===== config.mk =====
export PLATFORM = sky130hd
export DESIGN_NAME = bitsound_mixer
export DESIGN_NICKNAME = d
export VERILOG_FILES = /design/src/rtl/bitsound_mixer.sv
export SDC_FILE = /design/constraint.sdc
export NUM_CORES = 1
export LEC_CHECK = 0
export ABC_AREA = 1
export CAP_MARGIN = 20
export CORE_UTILIZATION = 65
export CTS_CLUSTER_SIZE = 12
export DETAILED_ROUTE_END_ITERATION = 7
export HOLD_SLACK_MARGIN = 0.06
export PLACE_DENSITY_LB_ADDON = 0.08
export SLEW_MARGIN = 20
export SYNTH_ARGS = -nofsm -noshare
export SYNTH_HDL_FRONTEND = slang
export SYNTH_SLANG_ARGS = --single-unit

===== constraint.sdc =====
create_clock -name clk -period 8.35 [get_ports clk]
set_input_delay 0.835 -clock clk [delete_from_list [all_inputs] [get_ports clk]]
set_output_delay 0.835 -clock clk [all_outputs]
set_load 0.01 [all_outputs]

===== src/rtl/bitsound_mixer.sv =====
// bitsound_mixer
// Multi-channel one-bit audio mixer. Each asynchronous source bit is brought
// into the audio clock through a two-flop synchroniser and mapped to a signed
// level of +/- its runtime volume. On each sample tick, every level slews
// toward its target by at most STEP. On the following edge, all levels are
// summed with saturation and presented on dout.
//
// Output semantics: dout_valid is a one-cycle strobe with no backpressure.
// dout changes only on cycles where dout_valid is 1, and holds its value
// in between. Back-to-back ticks produce one strobe per tick.
module bitsound_mixer #(
  parameter int                  AUDIO_DW = 16,
  parameter int                  CHANNELS = 3,
  parameter logic [AUDIO_DW-1:0] STEP     = 16'h0400
) (
  input  logic                         clk,
  input  logic                         rst_n,
  input  logic [CHANNELS-1:0]          din,
  input  logic [CHANNELS-1:0]          ch_en,
  input  logic [CHANNELS*AUDIO_DW-1:0] vol,
  input  logic                         sample_en,
  output logic [AUDIO_DW-1:0]          dout,
  output logic                         dout_valid
);

  localparam int DW1 = AUDIO_DW + 1;  // slew difference width
  localparam int SW  = AUDIO_DW + 3;  // mix accumulator width, enough for 8 channels

  // Largest positive sample; volumes above this are clamped to it.
  localparam logic [AUDIO_DW-1:0]  MAG_MAX = {1'b0, {(AUDIO_DW-1){1'b1}}};
  localparam logic signed [DW1-1:0] STEP_X = {1'b0, STEP};
  localparam logic signed [SW-1:0] SUM_MAX = {4'b0000, {(AUDIO_DW-1){1'b1}}};
  localparam logic signed [SW-1:0] SUM_MIN = {4'b1111, {(AUDIO_DW-1){1'b0}}};

  logic [CHANNELS-1:0]         sync1;
  logic [CHANNELS-1:0]         sync2;
  logic [AUDIO_DW-1:0]         mag       [CHANNELS];
  logic signed [AUDIO_DW-1:0]  target    [CHANNELS];
  logic signed [AUDIO_DW-1:0]  level     [CHANNELS];
  logic signed [AUDIO_DW-1:0]  level_nxt [CHANNELS];
  logic signed [DW1-1:0]       diff      [CHANNELS];
  logic signed [SW-1:0]        sum;
  logic signed [AUDIO_DW-1:0]  mix_sat;
  logic                        upd;

  // Two-flop synchroniser per source bit; din is asynchronous to clk.
  always_ff @(posedge clk or negedge rst_n) begin
    if (!rst_n) begin
      sync1 <= '0;
      sync2 <= '0;
    end else begin
      sync1 <= din;
      sync2 <= sync1;
    end
  end

  // Target level per channel: clamped volume, signed by the synchronised bit.
  always_comb begin
    for (int i = 0; i < CHANNELS; i++) begin
      mag[i] = vol[i*AUDIO_DW +: AUDIO_DW];
      if (mag[i] > MAG_MAX) begin
        mag[i] = MAG_MAX;
      end
      if (!ch_en[i]) begin
        target[i] = '0;
      end else if (sync2[i]) begin
        target[i] = $signed(mag[i]);
      end else begin
        target[i] = -$signed(mag[i]);
      end
    end
  end

  // Slew limiter: move at most STEP toward the target, never past it.
  always_comb begin
    for (int i = 0; i < CHANNELS; i++) begin
      diff[i] = {target[i][AUDIO_DW-1], target[i]} - {level[i][AUDIO_DW-1], level[i]};
      if (STEP == '0 || (diff[i] <= STEP_X && diff[i] >= -STEP_X)) begin
        level_nxt[i] = target[i];
      end else if (diff[i] > STEP_X) begin
        level_nxt[i] = level[i] + STEP;
      end else begin
        level_nxt[i] = level[i] - STEP;
      end
    end
  end

  // Channel levels advance only on a sample tick and clear on reset.
  always_ff @(posedge clk or negedge rst_n) begin
    if (!rst_n) begin
      for (int i = 0; i < CHANNELS; i++) begin
        level[i] <= '0;
      end
    end else if (sample_en) begin
      for (int i = 0; i < CHANNELS; i++) begin
        level[i] <= level_nxt[i];
      end
    end
  end

  // Wide sum of all levels, then clamp into the signed sample range.
  always_comb begin
    sum = '0;
    for (int i = 0; i < CHANNELS; i++) begin
      sum = sum + SW'(level[i]);
    end
    if (sum > SUM_MAX) begin
      mix_sat = SUM_MAX[AUDIO_DW-1:0];
    end else if (sum < SUM_MIN) begin
      mix_sat = SUM_MIN[AUDIO_DW-1:0];
    end else begin
      mix_sat = sum[AUDIO_DW-1:0];
    end
  end

  // Register the mix one edge after each level update and strobe it.
  always_ff @(posedge clk or negedge rst_n) begin
    if (!rst_n) begin
      upd        <= 1'b0;
      dout       <= '0;
      dout_valid <= 1'b0;
    end else begin
      upd        <= sample_en;
      dout_valid <= upd;
      if (upd) begin
        dout <= mix_sat;
      end
    end
  end

endmodule


==> metrics.cfg, run 1 <==
[status]
status = complete, no violations

[worst_setup_path]
critPathCaptureType = flip-flop
cp.arrival_ns = 6.18
r2r_start = sync2[0]
cpPeakStageDelay_ns = 0.72
critPathRequiredTime_ns = 8.59
rr_worst_depth = 29
cp-start-kind = primary input
r2r_slack_ns = 3.64
reg2reg_to = level[47]
cp_max_fo = 18
worst_path_max_delay_cell = clkdlybuf4s50_1
crit_type = primary input to flip-flop
cp_common_cell = nand2_1

[pwr]
combPwrFrac_pct = 77.7
pwr_density_cell_mw_per_mm2 = 474
ir_worst_vdd_mv = 0.276
cellLeakagePower_uw = 0.00581
p_total_uw = 5050
power_switching_uw = 2800
p_int_uw = 2250
power_frac_seq_pct = 13.9
power_switching_share_pct = 55.4
p_clk_share_pct = 8.3

[clock_network]
clock_latency_ns = 0.35
cts_hold_buffers = 0
numCtsBuffers = 9
clock_sinks = 72
root_buffer = clkbuf_16
clk_pin_slew_ns = 0.06
clockBufferDepth = 2
cts_tree = yes
post_cts_buffers = 0
cts_resized = 0
htree_levels = 3

[floorplan]
die_width_um = 123
dieArea_mm2 = 0.0152
core_area_mm2 = 0.0141
num_rows = 43
dieHeight_um = 123
ios = 74
start_util_pct = 67.6

[layout]
fillCellCount = 1171
area_growth_pct = 11.7
drive_gt1_share_pct = 4.92
final_core_util_pct = 75.5
design_area_mm2 = 0.0106
antennaDiodeCount = 0
nets = 1764
final-seq-area_mm2 = 0.00180
multi_input_area_mm2 = 0.00660

[detailed_routing]
drcViolationCount = 0
via_count = 9991
via_per_inst = 5.59
drt_iter0_markers = 862
postRouteWirelength_um = 25000
wl_per_cell_um = 14.0
drt_pass1_iterations = 6
antenna_left = 0

[sta]
fin_crit_ns = 5.95
grt_setup_unrepaired = false
tightest_slew_ns = 0.953
finalHoldViolations = 0
setup_violations = 0
fin_setup_tns_ns = 0
slew_viol_final = 0
post-route-period-util_pct = 71.2
slew_headroom_pct = 36.5
max_freq_ghz = 0.168
finClkSkew_ns = 0.00580

[synthesis]
synth_area_leader_cell = dfrtp_1
synth-edff-count = 0
synth_area_leaders = dfrtp_1 19%, nand2_1 17%, ha_1 11%
ys.flop_type = dfrtp_1
avgSynthCellArea_um2 = 6.16
synth-seq-cells = 72
synth_nets = 1710
yosys_warnings = 0
synth_cell_type_count = 50
synth_cells = 1548
synth_top_area_share_pct = 18.9
async_reset_ff_share_pct = 100
synth_sequential_area_ratio_pct = 18.9
syn_area_mm2 = 0.00953

[global_route]
grt_max_degree = 73
grt_pass1_wl_um = 41500
antenna_found_initial = 0
grt-ovfl-total = 0
grt_pass1_vias = 9189
grt.total_usage_pct = 34.7

[placed_design]
place.gp.congestion = 0.967
placed_area_mm2 = 0.0103
port_buffers = 73
hpwl_um = 20300

[min_path]
min_to = sync2[2]
min_from = sync1[2]
hold_depth = 0
hold_path.class = flip-flop to flip-flop

[job]
cap_violations = 0

-- cells in the final DEF, fill, tap and decap left out, types with 6 or more instances in the layout --
cell	netlist	final
nand2_1	434	434
inv_1	249	249
nor2_1	165	165
nand3_1	131	131
a21oi_1	97	97
ha_1	82	82
o21ai_0	75	75
dfrtp_1	72	72
clkdlybuf4s50_1	0	72
fa_1	23	23
o21ai_1	22	22
nor3_1	19	19
nand2_2	19	19
nand4_1	15	15
xor2_1	15	15
xnor2_1	13	13
clkbuf_16	0	9
o21ai_2	7	7
o211ai_1	6	6
nand3b_1	6	6
and2_1	6	6
-- cell type report --
cell class                 count  area share, %
multi-input combinational   1190           62.0
clock inverter                 6          0.776
clock buffer                  10           2.24
sequential                    72           16.9
inverter                     255           9.01
tap                          180           2.12
timing repair buffer          74           6.91
-- registers in the layout, indices dropped and copies added, names as in the netlist --
name and cells:
upd 1, level 48, dout 16, sync1 3, dout_valid 1, sync2 3
-- cells in the mapped netlist (4+ instances only) --
master      n
inv_2       4
and2_1      6
o211ai_1    6
nor2_1    165
xor2_1     15
a21oi_2     5
nand2_1   434
fa_1       23
inv_1     249
nor3_1     19
xnor2_1    13
o21ai_2     7
a21oi_1    97
dfrtp_1    72
nand3_1   131
o21ai_0    75
buf_4       4
buf_2      10
o21ai_1    22
clkbuf_1   12
or2_2       4
nand2_2    19
nand3b_1    6
ha_1       82
nand4_1    15
nand3_2     5
-- routing by layer --
metal	vias to the layer above	GRT usage [%]	share of wire [%]
li1	5050	-	-
met1	4552	43.6	43
met2	329	60.0	48
met3	60	5.44	5.6
met4	0	12.7	2.9
met5	-	0	0
-- how the worst max path moves through the flow --
stage / from / end / cells past startpoint
final: vol[47] / level[15] / 35
after global routing: vol[47] / level[15] / 35
after CTS: vol[47] / level[15] / 35
after detailed placement: vol[47] / level[15] / 35
after global placement: vol[47] / level[15] / 35
after floorplan: vol[47] / level[15] / 34
-- worst max-delay path: cells and delay by family --
family | cells | cell delay, ns
AOI/OAI and AO/OA | 3 | 0.39
xor gates and xnor gates | 1 | 0.18
adders and majority gates | 3 | 0.95
buffers and inverters | 2 | 0.78
and+or+nand+nor | 26 | 3.02
-- power groups by stage --
stage          Clock [µW]  Sequential, µW  Combinational [µW]
2_1_floorplan           0             644                3070
3_3_place_gp            0             701                3730
3_5_place_dp            0             704                3840
4_1_cts               424             699                3880
5_1_grt               440             721                4440
6_report              421             704                3920
-- cells by family after synthesis --
| kind of cell | count (synthesis) | synth area share (%) |
|---|---|---|
| and+or+nand+nor | 823 | 37.3 |
| buffers and inverters | 286 | 11.8 |
| AOI/OAI and AO/OA | 231 | 13.3 |
| adders and majority gates | 105 | 15.6 |
| DFF | 72 | 18.9 |
| xor gates and xnor gates | 31 | 3.08 |
-- per-stage QoR --
stage               setup slack [ns]  std cells  hold WS [ns]
global placement                2.39       1771         0.332
global route                    1.74       1787         0.352
floorplan                       3.49       1548         0.331
finish                          2.40       1787         0.347
detailed placement              2.19       1771         0.336
CTS                             2.53       1787         0.349
Note: power is estimated with default switching activity, not from simulation.
==> run 2: changes to the inputs <==
--- a/config.mk
+++ b/config.mk
@@ -7,7 +7,7 @@
 export LEC_CHECK = 0
 export ABC_AREA = 1
 export CAP_MARGIN = 20
-export CORE_UTILIZATION = 65
+export CORE_UTILIZATION = 55
 export CTS_CLUSTER_SIZE = 12
 export DETAILED_ROUTE_END_ITERATION = 7
 export HOLD_SLACK_MARGIN = 0.06
==> constraint.sdc (replaced) <==
create_clock -name clk -period 5.2 [get_ports clk]
set_input_delay 0.52 -clock clk [delete_from_list [all_inputs] [get_ports clk]]
set_output_delay 0.52 -clock clk [all_outputs]
set_load 0.01 [all_outputs]
==> run 2 against run 1 <==
Effect of this change: worst setup slack lost 1.9 ns; worst hold slack worse by 0.037 ns; register-to-register slack lost 2.9 ns; largest cell class unchanged.
==> metrics.cfg, run 2 (synthesized netlist as in run 1, its figures left out) <==
[worst_setup_path]
worst_path_max_delay_cell = clkdlybuf4s50_1
critPathCaptureType = flip-flop
cp.arrival_ns = 4.97  ; -1.21 ns
cp_max_fo = 7  ; -11
cpPeakStageDelay_ns = 0.42  ; -0.30 ns
cp_common_cell = nand2_1
startpoint = vol[16]
critPathRequiredTime_ns = 5.44  ; -3.15 ns
r2r_start = sync2[0]
crit_type = primary input to flip-flop
cp-start-kind = primary input

[floorplan]
ios = 74  ; unchanged
num_rows = 47  ; +9.3%
core_area_mm2 = 0.0168  ; +19%
dieArea_mm2 = 0.0179  ; +18%
dieHeight_um = 134  ; +8.6%
die_width_um = 134  ; +8.6%
start_util_pct = 56.9  ; -11 points

[global_route]
grt.total_usage_pct = 30.0  ; -4.7 points
grt_pass1_wl_um = 43000  ; +3.5%
grt_max_degree = 73  ; unchanged
antenna_found_initial = 0  ; unchanged
grt_pass1_vias = 9136  ; -0.58%
grt-ovfl-total = 0  ; unchanged

[sta]
finalHoldViolations = 0  ; unchanged
post-route-period-util_pct = 90.9
tightest_slew_ns = 0.955  ; +0.00198 ns
finClkSkew_ns = 0.00772  ; +0.00192 ns
slew_headroom_pct = 36.3  ; -0.13 points
setup_violations = 0  ; unchanged
slew_viol_final = 0  ; unchanged
fin_crit_ns = 4.73
timing.hold.ws_ns = 0.310  ; -0.0373 ns
setup_slack_ns = 0.471  ; -1.93 ns
max_freq_ghz = 0.211

[layout]
final_cell_mix = 432 x nand2_1, 249 x inv_1, 154 x nor2_1
design_area_mm2 = 0.0110  ; +3.1%
drive_gt1_share_pct = 7.50  ; +2.6 points
final-seq-area_mm2 = 0.00180  ; unchanged
top_register = level
fillCellCount = 1634  ; +40%
instances_no_fill = 1847  ; +3.4%
nets = 1784  ; +1.1%
largestRegisters = level: 48 flops, dout: 16 flops
multi_input_area_mm2 = 0.00669  ; +1.3%
area_growth_pct = 15.1
largest_register_ffs = 48  ; unchanged
final_common_cell = nand2_1
antennaDiodeCount = 0  ; unchanged

[clock_network]
clk_pin_slew_ns = 0.06  ; about the same
clockBufferDepth = 2  ; unchanged
root_buffer = clkbuf_16
clock_sinks = 72  ; unchanged
clock_latency_ns = 0.35  ; about the same
htree_levels = 3  ; unchanged
numCtsBuffers = 9  ; unchanged
cts_tree = yes

[detailed_routing]
postRouteWirelength_um = 25700  ; +2.9%
drt_pass1_iterations = 6  ; unchanged
via_per_inst = 5.35  ; -4.4%
wl_per_cell_um = 13.9  ; -0.41%
drt_iter0_markers = 654  ; -24%
antenna_left = 0  ; unchanged
via_count = 9874  ; -1.2%
drcViolationCount = 0  ; unchanged

[job]
cap_violations = 0  ; unchanged

[placed_design]
place_worst_setup_slack_ns = -0.0960  ; -2.29 ns
port_buffers = 73  ; unchanged
dp.cells = 1830  ; +3.3%
hpwl_um = 21000  ; +3.3%
placed_area_mm2 = 0.0105  ; +1.9%
place.gp.congestion = 0.911  ; -5.8%

[min_path]
hold_path.class = primary input to async pin

[pwr]
p_total_uw = 8190  ; +62%
ir_worst_vdd_mv = 0.566  ; +100%
pwr_density_cell_mw_per_mm2 = 747  ; +58%
cellLeakagePower_uw = 0.00595  ; +2.4%

[status]
status = complete, no violations

run 2: timing repair:
item / 4_1_cts / 5_1_grt
endpoints found under the setup margin: 0 / 6
hold buffers: 0 / 0
gates resized for setup: 0 / 30
setup buffers: 0 / 1
run 2: worst paths after layout:
check	depth (start not counted)	slack, ns	endpoint
setup reg to reg	28	0.76	level[47]
hold / removal	1	0.31	dout_valid
setup / recovery	35	0.47	level[31]
min in group clk	0	0.36	sync2[0]
max in group asynchronous	1	4.25	level[25]
hold reg to reg	0	0.36	sync2[0]
run 2: final cells by class:
type                            count  share of cell area [%]
Clock buffer                       10                    2.18
Sequential cell                    72                    16.4
Timing Repair Buffer               94                    8.14
Tap cell                          220                    2.51
Multi-Input combinational cell   1190                    61.0
Clock inverter                      6                    1.06
Inverter                          255                    8.74
run 2: layer usage:
| layer | track usage (%) | part of all wire [%] | vias up | wire length (µm) |
|---|---|---|---|---|
| met5 | 0 | 0 | - | 0 |
| met2 | 51.1 | 48 | 305 | 12300 |
| met3 | 3.96 | 5.2 | 46 | 1330 |
| li1 | - | - | 5085 | - |
| met4 | 8.71 | 2.2 | 0 | 578 |
| met1 | 39.5 | 45 | 4438 | 11500 |
run 2: critical path, delay by kind of cell:
kind                       cells  cell delay, ns
AOI/OAI and AO/OA              4            0.59
xor gates and xnor gates       1            0.18
and+or+nand+nor               24            2.27
adders and majority gates      3            0.85
buffers and inverters          3            0.57
run 2: power by group:
part / internal [µW] / leakage [µW] / total (µW) / switching [µW]
sequential: 820 / 0.000880 / 1130 / 307
clock: 484 / 0.000173 / 738 / 254
combinational: 2420 / 0.00490 / 6330 / 3900
total: 3730 / 0.00595 / 8190 / 4460
run 2: per-stage QoR:
stage | utilization [%] | TNS [ns]
final | 65.5 | 0
after global routing | 65.5 | -0.0251
after CTS | 64.9 | 0
after detailed placement | 62.8 | -0.185
after global placement | 62.8 | -0.0521
after floorplan | - | 0
==> run 3: changes to the inputs <==
--- a/config.mk
+++ b/config.mk
@@ -12,7 +12,9 @@
 export DETAILED_ROUTE_END_ITERATION = 7
 export HOLD_SLACK_MARGIN = 0.06
 export PLACE_DENSITY_LB_ADDON = 0.08
+export RECOVER_POWER = 50
 export SLEW_MARGIN = 20
 export SYNTH_ARGS = -nofsm -noshare
 export SYNTH_HDL_FRONTEND = slang
 export SYNTH_SLANG_ARGS = --single-unit
+export TNS_END_PERCENT = 30
==> run 3 against run 2 <==
Effect of this change: the run now ends with max-capacitance violations, max-slew violations left; final cell count barely moved; total power is 0.40% lower; critical endpoint is now level[47]; largest power group unchanged; critical path depth unchanged; largest cell class unchanged.
==> metrics.cfg, run 3 (synthesized netlist as in run 1, its figures left out) <==
[clock_network]
clock_sinks = 72  ; unchanged
clockBufferDepth = 2  ; unchanged
cts_tree = yes
clk_pin_slew_ns = 0.06  ; about the same
htree_levels = 3  ; unchanged
root_buffer = clkbuf_16
numCtsBuffers = 9  ; unchanged
post_cts_buffers = 0  ; unchanged
clock_latency_ns = 0.35  ; about the same

[placed_design]
dp.cells = 1830  ; unchanged
port_buffers = 73  ; unchanged
place.gp.congestion = 0.911  ; unchanged
placed_area_mm2 = 0.0105  ; unchanged
hpwl_um = 21000  ; unchanged

[layout]
drive_gt1_share_pct = 7.07  ; -0.43 points
final_cell_mix = 433 x nand2_1, 249 x inv_1, 155 x nor2_1
largest_register_ffs = 48  ; unchanged
fillCellCount = 1636  ; +0.12%
instances_no_fill = 1846  ; -0.054%
final_common_cell = nand2_1
top_register = level
largestRegisters = level: 48 flops, dout: 16 flops
area_growth_pct = 14.8
design_area_mm2 = 0.0109  ; -0.29%
nets = 1783  ; -0.056%
antennaDiodeCount = 0  ; unchanged

[floorplan]
die_width_um = 134  ; unchanged
start_util_pct = 56.9  ; unchanged
dieHeight_um = 134  ; unchanged
num_rows = 47  ; unchanged
ios = 74  ; unchanged
dieArea_mm2 = 0.0179  ; unchanged
core_area_mm2 = 0.0168  ; unchanged

[sta]
fin_crit_ns = 4.72  ; -0.00529 ns
finClkSkew_ns = 0.00808  ; +0.000358 ns
tightest_slew_ns = 3.98  ; +3.03 ns
finalHoldViolations = 0  ; unchanged
slew_headroom_pct = -166  ; -200 points
setup_violations = 0  ; unchanged
grt_setup_unrepaired = true
max_freq_ghz = 0.212  ; +0.11%
fin_setup_tns_ns = 0  ; unchanged
slew_viol_final = 73  ; +73
post-route-period-util_pct = 90.8  ; -0.10 points

[pwr]
p_int_uw = 3710  ; -0.45%
power_switching_uw = 4450  ; -0.37%
p_clk_share_pct = 9.1  ; about the same
cellLeakagePower_uw = 0.00594  ; -0.14%
pwr_density_cell_mw_per_mm2 = 746  ; -0.12%
power_frac_seq_pct = 13.8  ; about the same
ir_worst_vdd_mv = 0.567  ; +0.17%
combPwrFrac_pct = 77.2  ; about the same
power_switching_share_pct = 54.5  ; about the same

[worst_setup_path]
critPathCaptureType = flip-flop
cp-start-kind = primary input
cp_max_fo = 7  ; unchanged
cpPeakStageDelay_ns = 0.41  ; about the same
critPathRequiredTime_ns = 5.44  ; about the same
cp_common_cell = nand2_1
cp.arrival_ns = 4.96  ; about the same
crit_type = primary input to flip-flop
worst_path_max_delay_cell = clkdlybuf4s50_1

[job]
cap_violations = 1  ; +1

[detailed_routing]
drt_pass1_iterations = 5  ; -1
drt_iter0_markers = 648  ; -0.92%
wl_per_cell_um = 13.8  ; -0.53%
drcViolationCount = 0  ; unchanged
postRouteWirelength_um = 25600  ; -0.58%
via_per_inst = 5.33  ; -0.25%
via_count = 9844  ; -0.30%
antenna_left = 0  ; unchanged

[global_route]
grt.total_usage_pct = 30.0  ; unchanged
grt_max_degree = 73  ; unchanged
grt_pass1_wl_um = 43000  ; unchanged
grt-ovfl-total = 0  ; unchanged
antenna_found_initial = 0  ; unchanged
grt_pass1_vias = 9136  ; unchanged

[status]
status = finished with violations
violations = max-capacitance violations, max-slew violations

[min_path]
hold_path.class = flip-flop to flip-flop

run 3: power by group through the flow:
stage	clock [µW]	sequential (µW)	combinational [µW]
floorplan	0	1030	4930
global placement	0	1120	6130
detailed placement	0	1130	6200
CTS	747	1120	6250
global route	767	1160	7220
finish	740	1120	6300
run 3: final timing paths:
path,startpoint,end,slack (ns),cells after the start
min in group asynchronous,rst_n,dout_valid,1.54,1
hold / removal,sync1[0],sync2[0],0.36,0
max in group asynchronous,rst_n,level[9],1.39,1
setup reg to reg,sync2[0],level[47],0.78,28
hold reg to reg,sync1[0],sync2[0],0.36,0
setup / recovery,vol[0],level[47],0.48,35
run 3: metrics by stage:
| step | total power [µW] | hold slack, ns | setup slack (ns) | utilization (%) |
|---|---|---|---|---|
| after floorplan | 5960 | 0.224 | 0.657 | - |
| after global placement | 7250 | 0.334 | -0.0521 | 62.8 |
| after detailed placement | 7330 | 0.338 | -0.0960 | 62.8 |
| after CTS | 8120 | 0.355 | 0.219 | 64.9 |
| after global routing | 9140 | 0.377 | -0.0169 | 65.3 |
| final | 8160 | 0.362 | 0.476 | 65.3 |
run 3: what timing repair did:
item | CTS | global route
hold buffers | 0 | 0
resized for setup | 0 | 24
endpoints found under the setup margin | 0 | 6
run 3: layout make-up:
cell class,count,area [µm²],share of cell area [%]
clock buffer,10,239,2.18
clock inverter,6,116,1.06
inverter,255,960,8.77
multi-input combinational,1190,6670,60.9
sequential,72,1800,16.5
tap,220,275,2.52
timing repair buffer,93,882,8.06
run 3: worst max-delay path: cells and delay by family:
kind | cells | cell delay, ns
and+or+nand+nor | 21 | 1.94
xor gates and xnor gates | 1 | 0.19
AOI/OAI and AO/OA | 8 | 1.00
adders and majority gates | 3 | 0.81
buffers and inverters | 2 | 0.50
run 3: routing by layer:
metal,track usage [%],vias to the layer above,routed length (µm)
li1,-,5093,-
met1,39.5,4439,11700
met2,51.1,267,12200
met3,3.96,45,1090
met4,8.71,0,572
met5,0,-,0
